==> src/rtl/core_run_ctrl.sv <==
// Load/run sequencer for a small processor core: preloads data memory from the host,
// releases the core, and stops it on completion or when the cycle budget runs out.
//
// state  | meaning
// IDLE   | core held in reset, waiting for start
// LOAD   | host preload words written to data memory, core held in reset
// RUN    | core released, owns the data-memory write port, cycles counted
// FINISH | core held in reset, result flags and counters frozen until restart
module core_run_ctrl #(
    parameter logic [15:0] MAX_CYCLES = 16'd4096
) (
    input  logic       clk,
    input  logic       reset,
    input  logic       start,
    input  logic       ld_valid,
    input  logic [7:0] ld_addr,
    input  logic [7:0] ld_data,
    input  logic       ld_last,
    output logic       ld_ready,
    input  logic       core_mem_we,
    input  logic [7:0] core_mem_addr,
    input  logic [7:0] core_mem_wdata,
    input  logic       core_done,
    output logic       core_reset,
    output logic       mem_we,
    output logic [7:0] mem_addr,
    output logic [7:0] mem_wdata,
    output logic [7:0] ld_count,
    output logic [15:0] cycle_cnt,
    output logic       busy,
    output logic       done,
    output logic       error
);

    typedef enum logic [1:0] {
        IDLE   = 2'd0,
        LOAD   = 2'd1,
        RUN    = 2'd2,
        FINISH = 2'd3
    } ctrlState_t;

    ctrlState_t state;
    ctrlState_t nextState;
    logic       enterLoad;
    logic       timeout;

    always_ff @(posedge clk or posedge reset) begin
        if (reset) begin
            state <= IDLE;
        end else begin
            state <= nextState;
        end
    end

    always_comb begin
        nextState = state;
        enterLoad = 1'b0;
        timeout   = 1'b0;
        ld_ready  = 1'b0;
        mem_we    = 1'b0;
        mem_addr  = 8'h00;
        mem_wdata = 8'h00;
        case (state)
            IDLE: begin
                if (start) begin
                    nextState = LOAD;
                    enterLoad = 1'b1;
                end
            end
            LOAD: begin
                ld_ready  = 1'b1;
                mem_we    = ld_valid;
                mem_addr  = ld_addr;
                mem_wdata = ld_data;
                if (ld_valid && ld_last) begin
                    nextState = RUN;
                end
            end
            RUN: begin
                mem_we    = core_mem_we;
                mem_addr  = core_mem_addr;
                mem_wdata = core_mem_wdata;
                // A halt in the budget's final cycle counts as a clean finish.
                if (core_done) begin
                    nextState = FINISH;
                end else if (cycle_cnt == MAX_CYCLES - 16'd1) begin
                    nextState = FINISH;
                    timeout   = 1'b1;
                end
            end
            FINISH: begin
                if (start) begin
                    nextState = LOAD;
                    enterLoad = 1'b1;
                end
            end
            default: begin
                nextState = IDLE;
            end
        endcase
    end

    // Status outputs are flops loaded from the next state so they never glitch.
    always_ff @(posedge clk or posedge reset) begin
        if (reset) begin
            core_reset <= 1'b1;
            busy       <= 1'b0;
            done       <= 1'b0;
            error      <= 1'b0;
            ld_count   <= 8'h00;
            cycle_cnt  <= 16'h0000;
        end else begin
            core_reset <= (nextState != RUN);
            busy       <= (nextState == LOAD) || (nextState == RUN);
            done       <= (nextState == FINISH);
            if (enterLoad) begin
                ld_count  <= 8'h00;
                cycle_cnt <= 16'h0000;
                error     <= 1'b0;
            end else begin
                if (state == LOAD && ld_valid) begin
                    ld_count <= ld_count + 8'd1;
                end
                // The exit cycle is not counted, so FINISH reports the index of the last RUN cycle.
                if (state == RUN && nextState == RUN && cycle_cnt != 16'hFFFF) begin
                    cycle_cnt <= cycle_cnt + 16'd1;
                end
                if (timeout) begin
                    error <= 1'b1;
                end
            end
        end
    end

endmodule

==> config.mk <==
export PLATFORM = sky130hd
export DESIGN_NAME = core_run_ctrl
export DESIGN_NICKNAME = d
export VERILOG_FILES = /design/src/rtl/core_run_ctrl.sv
export SDC_FILE = /design/constraint.sdc
export NUM_CORES = 1
export LEC_CHECK = 0
export ABC_AREA = 1
export ABC_CLOCK_PERIOD_IN_PS = 2300
export CAP_MARGIN = 10
export CORE_ASPECT_RATIO = 0.8
export CORE_UTILIZATION = 39
export CTS_BUF_LIST = sky130_fd_sc_hd__clkbuf_4 sky130_fd_sc_hd__clkbuf_8 sky130_fd_sc_hd__clkbuf_16
export DETAILED_ROUTE_END_ITERATION = 7
export PLACE_DENSITY = 0.8
export SLEW_MARGIN = 20
export SYNTH_ARGS = -nofsm -noshare
export SYNTH_HDL_FRONTEND = slang
export SYNTH_SLANG_ARGS = --single-unit
==> constraint.sdc <==
create_clock -name clk -period 2.3 [get_ports clk]
set_input_delay 0.345 -clock clk [delete_from_list [all_inputs] [get_ports clk]]
set_output_delay 0.345 -clock clk [all_outputs]
set_load 0.02 [all_outputs]
==> results.yml <==
synth:
  synthFlopType: "sky130_fd_sc_hd__dfrtp_1"
  postSynthRegisterBits: 30
  synth_enable_flop_cells: 0
  synth.top_cells.by_area: "sky130_fd_sc_hd__dfrtp_1 (36%), sky130_fd_sc_hd__nand2_1 (20%), sky130_fd_sc_hd__inv_1 (6.3%)"
  synth_most_common_cell: "sky130_fd_sc_hd__nand2_1"
  synth_largest_type_area_fraction: 0.3605
  yosysTopAreaCell: "sky130_fd_sc_hd__dfrtp_1"
  yosys_warnings: 0
  asyncSetResetFlopFracSynth: 1.000
  netlist_area_sq_um: 2013
  synth.yosys.seq_area_share: 0.3735
  yosysUniqueCellTypes: 22
  synth_fp_nets: 345
  syn-mean-instance-area_sq_um: 6.711
  syn-instance-count: 300
  synth_top_cells_by_count: "sky130_fd_sc_hd__nand2_1 (106), sky130_fd_sc_hd__inv_1 (34), sky130_fd_sc_hd__nor2_1 (30)"
detailed_routing:
  drc: 0
  finalWirelength_mm: 5.738
  routedWlPerCell_um: 12.64
  drt_pre_antenna_iters: 4
  route.detailed.vias_per_inst: 4.914
  dr_vias: 2231
  dr.first_iter.drc_count: 105
  detail-route-antenna-nets: 0
placed_design:
  place_worst_setup_slack_ns: 0.09860
  dp_hpwl_mm: 4.354
  place.gp.congestion: 0.8995
  placement.cell_area_sq_um: 2977
  place.port_buffers: 84
global_routing:
  gr-usage-met2: 0.3388
  grt_start_max_net_pins: 31
  met1_grt_util: 0.2993
  global_route_wire_length_before_repair_mm: 9.108
  use_met3: 0.05379
  track_usage: 0.2231
  vias_in_the_first_global_route: 2049
  grt_antenna_before_repair: 0
  busiest_layer_in_global_routing: "met2"
  global_route.overflow_total: 0
setup_path:
  end_kind: "flip-flop"
  required_ns: 2.47
  cp-start-kind: "flip-flop"
  critical_path_class: "reg -> reg"
  critical_path.most_common_cell: "sky130_fd_sc_hd__nand2_1"
  cp_slowest_cell: "sky130_fd_sc_hd__dfrtp_1"
  cp_data_arrival_time_ns: 2.31
  critPathMaxStageDelay_ns: 0.37
  timing.critical_path.cells: "inv_1, ha_1, buf_4, nand2_1, nand2_1, nand2_1, nor2_1, nand3_1, nand2_1, nor2_1"
  worstPathMaxFanout: 18
clock_tree:
  maximum_clock_path_buffer_count: 2
  clock_tree.htree_level_count: 2
  clock_insertion_delay_worst_skew_ns: 0.28
  clock_tree_from_tritoncts: "built"
  cts_inserted_buffers: 5
  cts.root.buffer_cell: "sky130_fd_sc_hd__clkbuf_8"
  clock-sinks: 30
  clk_transition_reported_paths_ns: 0.07
sta:
  min_period_ns: 2.136
  setup_slack_of_the_critical_path_after_layout_ns: 0.1635
  finalMaxSlewViolations: 0
  timing_hold_violations_final: 0
  setup_viol: 0
  finClkSkew_ns: 0.007571
  fmaxAchievable_mhz: 468.1
  layout_worst_path_cycle_share: 0.9289
  timing.max_slew.rel_slack: 0.7078
  tightestPinTransition_ns: 0.4350
  worst_hold_slack_ns: 0.4520
cells_and_area:
  num_antenna_cells: 0
  finalInstanceArea_sq_um: 3095
  utilization: 0.6500
  final_layout_size_suffix_gt1_frac: 0.07614
  area_growth_syn_to_layout_pct: 53.76
  finish.net_count: 438
power:
  ir_drop_mv: 0.7227
  power.leakage_nw: 1.466
  cell_pwr_density_nw_per_um2: 956.7
  post-layout-total-power_mw: 2.961
die:
  die_h_um: 66.26
  initial_utilization: 0.4228
  area_of_the_core_region_sq_um: 4762
  row_count: 22
  num_io_pins: 85
  design.die.area_sq_um: 5455
  die_w_um: 82.33
outcome:
  result_of_the_run: "finished clean"
min_path:
  min-delay-path-class: "in -> async"
flow_run:
  maxCapViolCount: 0
## critical path: cells and delay by family (launching register included)
| kind | cells | cell delay [ns] |
|---|---|---|
| buffers and inverters | 2 | 0.31 |
| and+or+nand+nor | 7 | 1.04 |
| adders and majority gates | 1 | 0.31 |
| DFF | 1 | 0.37 |
## sequential cells by signal (all words and copies together) (netlist names)
| name | count |
|---|---|
| error | 1 |
| core_reset | 1 |
| state | 2 |
| cycle_cnt | 16 |
| busy | 1 |
| ld_count | 8 |
| done | 1 |
## per-stage QoR
step	setup TNS [ns]	std cells
floorplan	0	300
global placement	0	445
detailed placement	0	445
CTS	0	453
global route	-0.02544	454
finish	0	454
## cells by family (layout without fill, tap and decap cells)
kind of cell / count (synthesis) / count (layout) / share of synthesized area
adders and majority gates: 6 / 6 / 0.03729
DFF: 30 / 30 / 0.3735
xor gates and xnor gates: 4 / 4 / 0.01740
buffers and inverters: 44 / 138 / 0.08701
and+or+nand+nor: 183 / 183 / 0.3984
AOI/OAI and AO/OA: 33 / 33 / 0.08639
## where the power goes
group	leakage (nW)	switching, mW	internal, mW
Clock	0.0593	0.198	0.347
Combinational	1.00	1.06	0.695
Sequential	0.407	0.0494	0.612
## layout by cell type (no fill, tap or decap), drive strengths merged
cell,count
o21bai,2
xor2,4
dfstp,1
o21ai,6
dlygate4sd2,17
nand3,20
inv,34
nand3b,1
a21oi,23
buf,12
bufinv,1
clkbuf,7
o21a,1
a31oi,1
clkdlybuf4s50,67
nand4,12
ha,6
nor3,7
dfrtp,29
nor2,35
nand2,108
## area by class of cell
type / count / area (sq um)
well taps: 60 / 75.07
clock buffers: 7 / 83.83
fillers: 437 / 1667
clock inverters: 1 / 30.03
multi-input cells: 226 / 1092
flip-flops and latches: 30 / 752.0
inverters: 34 / 127.6
repair buffers: 96 / 934.6
## repair_timing
| action | CTS | global route |
|---|---|---|
| setup endpoints to repair | 17 | 16 |
| gates resized for setup | 18 | 2 |
| buffers inserted | 0 | 1 |
| pin swaps | 0 | 1 |
| hold buffers | 0 | 0 |
## per-layer routing
layer	wire length, um	share of wire	vias up
met5	0	0	-
li1	-	-	1142
met4	95	0.017	0
met2	2693	0.47	75
met1	2642	0.46	1002
met3	307	0.054	12
## final timing paths
check	start	end	slack, ns	depth (start not counted)
setup / recovery	state[0]$_DFF_PP0_	ld_count[6]$_DFFE_PP0P_	0.16	10
hold / removal	reset	cycle_cnt[0]$_DFFE_PP0P_	0.45	3
setup reg to reg	state[0]$_DFF_PP0_	ld_count[6]$_DFFE_PP0P_	0.16	10
hold reg to reg	error$_DFFE_PP0P_	error$_DFFE_PP0P_	0.50	1
max in group asynchronous	reset	core_reset$_DFF_PP1_	1.52	3
min in group clk	error$_DFFE_PP0P_	error$_DFFE_PP0P_	0.50	1
Power figures use the tool's default switching activity.
